[config.mk]
export PLATFORM = sky130hd
export DESIGN_NAME = subneg_mem_arbiter_flat
export DESIGN_NICKNAME = d
export VERILOG_FILES = /design/src/rtl/subneg_mem_arbiter_pkg.sv /design/src/rtl/subneg_mem_arbiter_if.sv /design/src/rtl/subneg_mem_arbiter_rr_arb2.sv /design/src/rtl/subneg_mem_arbiter.sv /design/src/flat_wrapper.sv
export SDC_FILE = /design/constraint.sdc
export NUM_CORES = 1
export LEC_CHECK = 0
export CAP_MARGIN = 15
export CORE_MARGIN = 5
export CORE_UTILIZATION = 55
export CTS_BUF_LIST = sky130_fd_sc_hd__clkbuf_2 sky130_fd_sc_hd__clkbuf_4 sky130_fd_sc_hd__clkbuf_8
export DETAILED_ROUTE_END_ITERATION = 12
export GPL_TIMING_DRIVEN = 0
export PLACE_DENSITY = 0.75
export SYNTH_ARGS = -nofsm -noshare
export SYNTH_HDL_FRONTEND = slang
export SYNTH_HIERARCHICAL = 1
export SYNTH_SLANG_ARGS = --single-unit
[constraint.sdc]
create_clock -name clk -period 8.9 [get_ports clk]
set_clock_uncertainty 0.05 [all_clocks]
set_input_delay 2.67 -clock clk [delete_from_list [all_inputs] [get_ports clk]]
set_output_delay 2.67 -clock clk [all_outputs]
set_load 0.03 [all_outputs]
[src/rtl/subneg_mem_arbiter_pkg.sv]
// -----------------------------------------------------------------------------
// subneg_pkg
// Shared constants and types for the SUBNEG memory subsystem.
//   DW / AW        : data word width and address width
//   SUBNEG_DEPTH   : number of memory words
//   state_t        : arbiter top-level state (CLEAR after reset, then SERVE)
//   PORT_CPU/HOST  : bit positions of each requester in request/grant vectors
// -----------------------------------------------------------------------------
package subneg_pkg;

    localparam int DW           = 6;
    localparam int AW           = 5;
    localparam int SUBNEG_DEPTH = 22;

    localparam int PORT_CPU  = 0;
    localparam int PORT_HOST = 1;

    typedef enum logic {
        CLEAR = 1'b0,
        SERVE = 1'b1
    } state_t;

endpackage

[src/rtl/subneg_mem_arbiter_if.sv]
// -----------------------------------------------------------------------------
// subneg_mem_arbiter_if
// Bundle of the two requester ports (core and host) plus arbiter status.
//   cpu_*  : core request/write-enable/address/write-data, grant, read return
//   host_* : host request/write-enable/address/write-data, grant, read return
//   host_lock : blocks core grants while high
//   ready     : clear sequence done, arbiter serving
//   addr_err  : one-cycle pulse after a grant with an out-of-range address
// Modports: slave = memory arbiter side, master = requester side.
// -----------------------------------------------------------------------------
interface subneg_mem_arbiter_if #(
    parameter int AW = subneg_pkg::AW,
    parameter int DW = subneg_pkg::DW
);

    logic          cpu_req;
    logic          cpu_we;
    logic [AW-1:0] cpu_addr;
    logic [DW-1:0] cpu_wdata;
    logic          cpu_gnt;
    logic          cpu_rvalid;
    logic [DW-1:0] cpu_rdata;

    logic          host_req;
    logic          host_we;
    logic [AW-1:0] host_addr;
    logic [DW-1:0] host_wdata;
    logic          host_gnt;
    logic          host_rvalid;
    logic [DW-1:0] host_rdata;

    logic          host_lock;
    logic          ready;
    logic          addr_err;

    modport slave (
        input  cpu_req, cpu_we, cpu_addr, cpu_wdata,
        output cpu_gnt, cpu_rvalid, cpu_rdata,
        input  host_req, host_we, host_addr, host_wdata,
        output host_gnt, host_rvalid, host_rdata,
        input  host_lock,
        output ready, addr_err
    );

    modport master (
        output cpu_req, cpu_we, cpu_addr, cpu_wdata,
        input  cpu_gnt, cpu_rvalid, cpu_rdata,
        output host_req, host_we, host_addr, host_wdata,
        input  host_gnt, host_rvalid, host_rdata,
        output host_lock,
        input  ready, addr_err
    );

endinterface

[src/rtl/subneg_mem_arbiter_rr_arb2.sv]
// -----------------------------------------------------------------------------
// subneg_rr_arb2
// Two-way round-robin arbiter with combinational grant.
//   clk, reset : clock, synchronous active-high reset
//   i_req[1:0] : raw requests (bit PORT_CPU, bit PORT_HOST)
//   i_mask[1:0]: 1 = requester not eligible this cycle
//   o_gnt[1:0] : one-hot (or zero) grant for the current cycle
// The last-granted pointer resets to the host so the core wins the first tie,
// and it only moves when a grant is actually issued.
// -----------------------------------------------------------------------------
module subneg_rr_arb2 (
    input  logic       clk,
    input  logic       reset,
    input  logic [1:0] i_req,
    input  logic [1:0] i_mask,
    output logic [1:0] o_gnt
);
    import subneg_pkg::*;

    logic       r_last;
    logic [1:0] w_elig;

    always_comb begin
        w_elig = i_req & ~i_mask;
        o_gnt  = w_elig;
        // On a tie, favour whichever port was not served most recently.
        if (w_elig == 2'b11) begin
            o_gnt = r_last ? 2'b01 : 2'b10;
        end
    end

    always_ff @(posedge clk) begin
        if (reset) begin
            r_last <= 1'(PORT_HOST);
        end else if (|o_gnt) begin
            r_last <= o_gnt[PORT_HOST];
        end
    end

endmodule

[src/rtl/subneg_mem_arbiter.sv]
// -----------------------------------------------------------------------------
// subneg_mem_arbiter
// Owns the shared SUBNEG program/data memory. After reset it zeroes every word
// (CLEAR), then serves at most one core or host access per cycle (SERVE).
//   clk   : system clock, rising edge
//   reset : synchronous active-high reset
//   bus   : subneg_mem_arbiter_if.slave -- both requester ports, host_lock,
//           ready and addr_err
// Reads return registered data with rvalid one cycle after the grant.
// Out-of-range accesses are granted, writes are dropped, reads return 0 and
// addr_err pulses the cycle after the grant.
// -----------------------------------------------------------------------------
module subneg_mem_arbiter #(
    parameter int DEPTH = subneg_pkg::SUBNEG_DEPTH,
    parameter int AW    = subneg_pkg::AW,
    parameter int DW    = subneg_pkg::DW
) (
    input  logic                clk,
    input  logic                reset,
    subneg_mem_arbiter_if.slave bus
);
    import subneg_pkg::*;

    localparam logic [AW-1:0] LAST_ADDR = AW'(DEPTH - 1);

    state_t        r_state;
    state_t        w_state_nxt;
    logic [AW-1:0] r_cnt;
    logic [AW-1:0] w_cnt_nxt;
    logic          w_clr_we;
    logic          w_serve;

    logic [DW-1:0] r_mem [DEPTH];

    logic [1:0]    w_req;
    logic [1:0]    w_mask;
    logic [1:0]    w_gnt;
    logic          w_cpu_gnt;
    logic          w_host_gnt;

    logic          w_we;
    logic [AW-1:0] w_addr;
    logic [DW-1:0] w_wdata;
    logic          w_in_range;
    logic [DW-1:0] w_rd_word;

    logic          r_cpu_rvalid;
    logic          r_host_rvalid;
    logic [DW-1:0] r_cpu_rdata;
    logic [DW-1:0] r_host_rdata;
    logic          r_addr_err;

    always_ff @(posedge clk) begin
        if (reset) begin
            r_state <= CLEAR;
            r_cnt   <= '0;
        end else begin
            r_state <= w_state_nxt;
            r_cnt   <= w_cnt_nxt;
        end
    end

    // Counter stops at the last word rather than wrapping, so DEPTH == 2**AW
    // also terminates correctly.
    always_comb begin
        w_state_nxt = r_state;
        w_cnt_nxt   = r_cnt;
        w_clr_we    = 1'b0;
        w_serve     = 1'b0;
        unique case (r_state)
            CLEAR: begin
                w_clr_we = 1'b1;
                if (r_cnt == LAST_ADDR) begin
                    w_state_nxt = SERVE;
                end else begin
                    w_cnt_nxt = r_cnt + 1'b1;
                end
            end
            SERVE: begin
                w_serve = 1'b1;
            end
            default: begin
                w_state_nxt = CLEAR;
            end
        endcase
    end

    // Nobody is eligible outside SERVE; host_lock removes the core immediately.
    assign w_req  = {bus.host_req, bus.cpu_req};
    assign w_mask = {~w_serve, ~w_serve | bus.host_lock};

    subneg_rr_arb2 u_arb (
        .clk    (clk),
        .reset  (reset),
        .i_req  (w_req),
        .i_mask (w_mask),
        .o_gnt  (w_gnt)
    );

    assign w_cpu_gnt  = w_gnt[PORT_CPU];
    assign w_host_gnt = w_gnt[PORT_HOST];

    always_comb begin
        w_we    = 1'b0;
        w_addr  = '0;
        w_wdata = '0;
        if (w_host_gnt) begin
            w_we    = bus.host_we;
            w_addr  = bus.host_addr;
            w_wdata = bus.host_wdata;
        end else if (w_cpu_gnt) begin
            w_we    = bus.cpu_we;
            w_addr  = bus.cpu_addr;
            w_wdata = bus.cpu_wdata;
        end
    end

    assign w_in_range = (32'(w_addr) < DEPTH);
    assign w_rd_word  = w_in_range ? r_mem[w_addr] : '0;

    // A reset edge blocks any write that happens to be granted in that cycle.
    always_ff @(posedge clk) begin
        if (!reset) begin
            if (w_clr_we) begin
                r_mem[r_cnt] <= '0;
            end else if ((|w_gnt) && w_we && w_in_range) begin
                r_mem[w_addr] <= w_wdata;
            end
        end
    end

    // rdata is only loaded on a read grant to that port, so it holds otherwise.
    always_ff @(posedge clk) begin
        if (reset) begin
            r_cpu_rvalid  <= 1'b0;
            r_host_rvalid <= 1'b0;
            r_cpu_rdata   <= '0;
            r_host_rdata  <= '0;
            r_addr_err    <= 1'b0;
        end else begin
            r_cpu_rvalid  <= w_cpu_gnt && !bus.cpu_we;
            r_host_rvalid <= w_host_gnt && !bus.host_we;
            r_addr_err    <= (|w_gnt) && !w_in_range;
            if (w_cpu_gnt && !bus.cpu_we) begin
                r_cpu_rdata <= w_rd_word;
            end
            if (w_host_gnt && !bus.host_we) begin
                r_host_rdata <= w_rd_word;
            end
        end
    end

    assign bus.cpu_gnt     = w_cpu_gnt;
    assign bus.host_gnt    = w_host_gnt;
    assign bus.cpu_rvalid  = r_cpu_rvalid;
    assign bus.host_rvalid = r_host_rvalid;
    assign bus.cpu_rdata   = r_cpu_rdata;
    assign bus.host_rdata  = r_host_rdata;
    assign bus.addr_err    = r_addr_err;
    assign bus.ready       = (r_state == SERVE);

endmodule
[src/flat_wrapper.sv]
// flat-port wrapper written by rule: the top's interface ports become plain ports
module subneg_mem_arbiter_flat import subneg_pkg::*;
#(
    parameter int DEPTH = subneg_pkg::SUBNEG_DEPTH,
    parameter int AW    = subneg_pkg::AW,
    parameter int DW    = subneg_pkg::DW
)
  (clk, reset, bus_cpu_req, bus_cpu_we, bus_cpu_addr, bus_cpu_wdata, bus_cpu_gnt, bus_cpu_rvalid, bus_cpu_rdata, bus_host_req, bus_host_we, bus_host_addr, bus_host_wdata, bus_host_gnt, bus_host_rvalid, bus_host_rdata, bus_host_lock, bus_ready, bus_addr_err);
  subneg_mem_arbiter_if #(.AW(AW), .DW(DW)) bus_i ();
  input  logic clk;
  input  logic reset;
  input wire logic [$bits(bus_i.cpu_req)-1:0] bus_cpu_req;
  input wire logic [$bits(bus_i.cpu_we)-1:0] bus_cpu_we;
  input wire logic [$bits(bus_i.cpu_addr)-1:0] bus_cpu_addr;
  input wire logic [$bits(bus_i.cpu_wdata)-1:0] bus_cpu_wdata;
  output wire logic [$bits(bus_i.cpu_gnt)-1:0] bus_cpu_gnt;
  output wire logic [$bits(bus_i.cpu_rvalid)-1:0] bus_cpu_rvalid;
  output wire logic [$bits(bus_i.cpu_rdata)-1:0] bus_cpu_rdata;
  input wire logic [$bits(bus_i.host_req)-1:0] bus_host_req;
  input wire logic [$bits(bus_i.host_we)-1:0] bus_host_we;
  input wire logic [$bits(bus_i.host_addr)-1:0] bus_host_addr;
  input wire logic [$bits(bus_i.host_wdata)-1:0] bus_host_wdata;
  output wire logic [$bits(bus_i.host_gnt)-1:0] bus_host_gnt;
  output wire logic [$bits(bus_i.host_rvalid)-1:0] bus_host_rvalid;
  output wire logic [$bits(bus_i.host_rdata)-1:0] bus_host_rdata;
  input wire logic [$bits(bus_i.host_lock)-1:0] bus_host_lock;
  output wire logic [$bits(bus_i.ready)-1:0] bus_ready;
  output wire logic [$bits(bus_i.addr_err)-1:0] bus_addr_err;
  assign bus_i.cpu_req = bus_cpu_req;
  assign bus_i.cpu_we = bus_cpu_we;
  assign bus_i.cpu_addr = bus_cpu_addr;
  assign bus_i.cpu_wdata = bus_cpu_wdata;
  assign bus_cpu_gnt = bus_i.cpu_gnt;
  assign bus_cpu_rvalid = bus_i.cpu_rvalid;
  assign bus_cpu_rdata = bus_i.cpu_rdata;
  assign bus_i.host_req = bus_host_req;
  assign bus_i.host_we = bus_host_we;
  assign bus_i.host_addr = bus_host_addr;
  assign bus_i.host_wdata = bus_host_wdata;
  assign bus_host_gnt = bus_i.host_gnt;
  assign bus_host_rvalid = bus_i.host_rvalid;
  assign bus_host_rdata = bus_i.host_rdata;
  assign bus_i.host_lock = bus_host_lock;
  assign bus_ready = bus_i.ready;
  assign bus_addr_err = bus_i.addr_err;
  subneg_mem_arbiter #(.DEPTH(DEPTH), .AW(AW), .DW(DW)) u_core (.clk(clk), .reset(reset), .bus(bus_i));
endmodule
# --- Word level (Yosys, flattened, before mapping) ---
# Memories as Yosys holds them, arrays and structs flattened.
# Cells that the tools add are included.
word_totals:
  memories: 1
  elab_cells: 52
  regBits: 22
  mem_bits_rw: 132
  out_inout_bits: 18
  in_bits: 29
memory_table:
  columns: ["memory", "depth", "word_bits", "read_ports", "rd_ports_with_merged_regs", "write_ports", "line_no", "source"]
  rows:
  - ["u_core.r_mem", 22, 6, 1, 0, 1, "subneg_mem_arbiter.sv:33", "logic [DW-1:0] r_mem [DEPTH];"]
op_classes:
  magnitude_cmp: 1
  mux: 22
  eq_ne: 2
  add_sub_neg: 1
  reduce_logical: 11
  n_bitwise: 6
ops:
  columns: ["op", "n"]
  rows:
  - ["2-to-1 mux 6 bit", 4]
  - ["2-to-1 mux 5 bit", 3]
  - ["2-to-1 mux 1 bit", 13]
  - ["OR reduction 6 bit", 1]
  - ["adder 5 x 1 -> 5 bit (second input constant)", 1]
  - ["== test 5 bit (second input constant)", 1]
  - ["logical AND 1 bit", 5]
  - ["less-than comparator 5 bit (second input constant)", 1]
  - ["2-to-1 mux 2 bit", 2]
  - ["zero test 1 bit", 3]
  - ["NOT 1 bit", 3]
  - ["bitwise AND 2 bit", 1]
  - ["== test 2 bit (second input constant)", 1]
  - ["NOT 2 bit", 1]
  - ["AND reduction 2 bit", 1]
  - ["OR reduction 2 bit", 1]
  - ["bitwise OR 1 bit", 1]

# --- Logic depth before layout (Yosys ltp) ---
depth:
  ltp_word: 17
  ltp_mapped: 12
  depth_no_buf: 9

# --- Modules after synthesis ---
# Netlist, hierarchy kept.
modules_own_cells:
  columns: ["module", "area_each_um2", "cells_per_inst", "instances", "seq_area_each_um2"]
  rows:
  - ["subneg_mem_arbiter", 6510.0, 473, 1, 4384.2]
  - ["subneg_rr_arb2", 70.1, 8, 1, 20.0]

# --- Worst setup path after synthesis ---
# Ideal clock, no wire load.
synth_timing:
  path_type: "input to output"
  start: "input bus_host_lock"
  end: "output bus_host_gnt"
  cell_stages: 3
  setup_slack_ns: 2.400
  t_arrival_ns: 3.780
  cell_sequence: "nand2b_1 > inv_1 > a311oi_1"
synth_between:
  elab_chain_cells: 5
synth_rtl:
  columns: ["item", "line_no", "source"]
  rows:
  - ["start, declared", "flat_wrapper.sv:26", "input wire logic [$bits(bus_i.host_lock)-1:0] bus_host_lock;"]
  - ["bitwise OR 1 bit", "subneg_mem_arbiter.sv:90", "assign w_mask = {~w_serve, ~w_serve | bus.host_lock};"]
  - ["NOT 2 bit", "subneg_mem_arbiter_rr_arb2.sv:24", "w_elig = i_req & ~i_mask;"]
  - ["bitwise AND 2 bit", "subneg_mem_arbiter_rr_arb2.sv:24", null]
  - ["== test 2 bit", "subneg_mem_arbiter_rr_arb2.sv:27", "if (w_elig == 2'b11) begin"]
  - ["2-to-1 mux 2 bit", "subneg_mem_arbiter_rr_arb2.sv:27", null]
  - ["end, declared", "flat_wrapper.sv:23", "output wire logic [$bits(bus_i.host_gnt)-1:0] bus_host_gnt;"]
# No other way between the ends.

# --- Worst setup path in the final report ---
layout_timing:
  start: "input bus_host_lock"
  end: "output bus_host_gnt"
layout_between:
  elab_chain_cells: 5
layout_rtl:
  columns: ["item", "line_no", "source"]
  rows:
  - ["bitwise OR 1 bit", "subneg_mem_arbiter.sv:90", null]
  - ["net u_core.w_mask[0]", "subneg_mem_arbiter.sv:36", "logic [1:0] w_mask;"]
  - ["NOT 2 bit", "subneg_mem_arbiter_rr_arb2.sv:24", null]
  - ["bitwise AND 2 bit", "subneg_mem_arbiter_rr_arb2.sv:24", null]
  - ["== test 2 bit", "subneg_mem_arbiter_rr_arb2.sv:27", null]
  - ["2-to-1 mux 2 bit", "subneg_mem_arbiter_rr_arb2.sv:27", null]
# The timed path passes the listed nets, and every way through them passes these cells.

==> metrics.txt <==
status=completed; post-DR wirelength/cell=24.2 µm; maxcap violations=0; Slew @ Worst Pin=~1.0 ns; placer congestion estimate=between 0.9 and 1; Std-Cell Rows=40; Hold Path Class=flip-flop to flip-flop; die footprint=0.0143 mm²; clk slew on worst S/H paths=roughly 0.080 ns; CTS Sinks=154; Syn-to-layout area delta=16.3%; # IOs=47; share of layout cells above drive strength 1=12.4%; Post-DRT Antenna Nets=0; routed vias=4596; core area=roughly 0.012 mm²; total gr overflow=0; Worst EP arrival=approximately 4.6 ns; GRT Util Overall=between 20% and 30%; period utilization=~83%; WP data required=6.18 ns; final net count=approximately 580; Bufs on Longest Clock Path=2; sequential power share=a little under 60%; Clk Latency, worst-skew pair=0.45 ns; peak supply drop=about 0.00011 V; fill count=roughly 910; Die W=~120 µm; post-synth top area share=between 60% and 70%; Final min period=between 7 and 8 ns; cts bufs inserted=17; residual DRC count=0; combinational share of power=3.0%; Clock Power Share=a little under two fifths; Initial Util=55.5%; main area contributors after synthesis=edfxtp_1 60%, dfxtp_1 6.7%, mux4_2 3.4%; synth warn=6; Sw Share=between 20 and 25%; Yosys top cell by area=edfxtp_1; crit end category=output pin; part of the Yosys area used for sequential elements=66.9%; Final Hold Fails=0; HPWL Detailed=~12000 µm; synthesized area=approximately 0.0066 mm²; max-slew violations=0; vias per cell=6.46; Rel. slew slack=31.1%; Psw=between 0.2 and 0.3 mW; initial antenna violation count=0; Post-CTS Setup Bufs=0; final core occ=between 60 and 70%; largest net degree at the start of global routing=23; Int Power=around 1.0 mW; Fin Setup TNS=0 ns; Iter 0 DRT Violations=698; critical path class=primary input to output pin; I/O Buffers=46; antenna diode count=0; worst setup margin=1.55 ns; Syn Nets=between 500 and 600; crit path launch type=primary input; leakage=between 2 and 3 nW; DIE HEIGHT=~120 µm; vias in the first global route=4449; FFs w/ async S/R, synth=0%; flip-flop and latch count after synthesis=154; Max FO, Critical Path=3; Max Freq=0.136 GHz; top-count cell post-synth=edfxtp_1; PD cells=about 170 mW/mm²; most frequent cells after synthesis=132 x edfxtp_1, 57 x nor2_1, 28 x nand2_1; prevailing post-synth register cell=edfxtp_1; final setup violation count=0; first-pass iteration count of the detailed router=5; hold bufs inserted after CTS=0; distinct cell type count after synthesis=60; H-Tree Depth=4; Avg Cell Area, Syn=~14 µm²; unrepaired setup endpoints after global routing=no; CTS resizes=0; worst slack at placement=1.56 ns; TritonCTS clock tree=yes; first-pass GRT wire length=around 26000 µm; CTS root buffer=clkbuf_8; Post-synth EDFFs=132; final WL=17200 µm; Post-Synthesis Cells=roughly 480
registers in the layout, indices dropped and copies added (netlist names), 5 cells and up:
register	flops
u_core/r_cnt	5
u_core/bus.cpu_rdata	6
u_core/bus.host_rdata	6
u_core/r_mem	132
cell usage in the layout (no fill, tap or decap), types with 7 or more instances in the layout:
cell type          n
edfxtp_1         132
mux2i_1            8
clkdlybuf4s50_1   46
nor2_1            56
a211oi_1          17
o21ai_0           23
nand2_1           28
clkbuf_1          15
a22oi_1            8
clkbuf_8          18
and3_1            11
dfxtp_1           22
mux4_2            10
nand3_1           23
clkbuf_4           7
critical path, cell delays in order:
cell and delay (ns):
clkdlybuf4s50_1 0.45, nand2b_1 0.12, inv_1 0.05, a311oi_1 0.55
clkdlybuf4s50_1 0.79
path summary, 6_finish.rpt:
| check | to | slack, ns | startpoint | depth (start not counted) |
|---|---|---|---|---|
| max | bus_host_gnt | 1.55 | bus_host_lock | 5 |
| max reg2reg | u_core/r_mem[2][0] | 4.46 | u_core/bus.ready | 11 |
| min reg2reg | u_core/bus.cpu_rdata[5] | 0.45 | u_core/bus.cpu_rdata[5] | 2 |
| min | u_core/bus.cpu_rdata[5] | 0.45 | u_core/bus.cpu_rdata[5] | 2 |
power by group through the flow:
stage	Clock [mW]	Sequential [mW]	Combinational, mW
floorplan	0	0.796	0.0160
global placement	0	0.797	0.0376
detailed placement	0	0.797	0.0387
CTS	0.499	0.781	0.0391
global route	0.532	0.782	0.0423
finish	0.490	0.781	0.0397
logic make-up (layout without fill, tap and decap cells):
logic type / count (synthesis) / in the layout / synth area share, %
fa+ha+maj: 2 / 2 / 0.380
xor+xnor: 4 / 4 / 0.533
simple gates: 154 / 154 / 11.5
compound gates: 111 / 111 / 12.0
mux: 26 / 26 / 6.47
flops: 154 / 154 / 66.9
buf+inv: 30 / 114 / 2.11
routing by layer:
| metal | part of all wire [%] | track usage (%) |
|---|---|---|
| met1 | 39 | 32.9 |
| met2 | 47 | 39.1 |
| met3 | 11 | 7.64 |
| met4 | 3.5 | 11.3 |
| met5 | 0 | 0 |
layout make-up:
class	instances	area [µm²]	area share, %
Sequential cell	154	4400	57.6
Clock inverter	8	72.6	0.948
Buffer	24	116	1.52
Clock buffer	24	293	3.83
Inverter	6	22.5	0.294
Multi-Input combinational cell	297	2040	26.7
Timing Repair Buffer	52	520	6.80
Tap cell	147	184	2.40
through the flow:
stage | power (mW) | hold WS [ns] | cells | instance area [µm²]
floorplan | 0.812 | 0.410 | 481 | 6580
global placement | 0.835 | 0.420 | 674 | 7220
detailed placement | 0.836 | 0.440 | 679 | 7280
CTS | 1.32 | 0.453 | 711 | 7640
global route | 1.36 | 0.478 | 712 | 7650
finish | 1.31 | 0.450 | 712 | 7650
(Power assumes the default switching activity.)
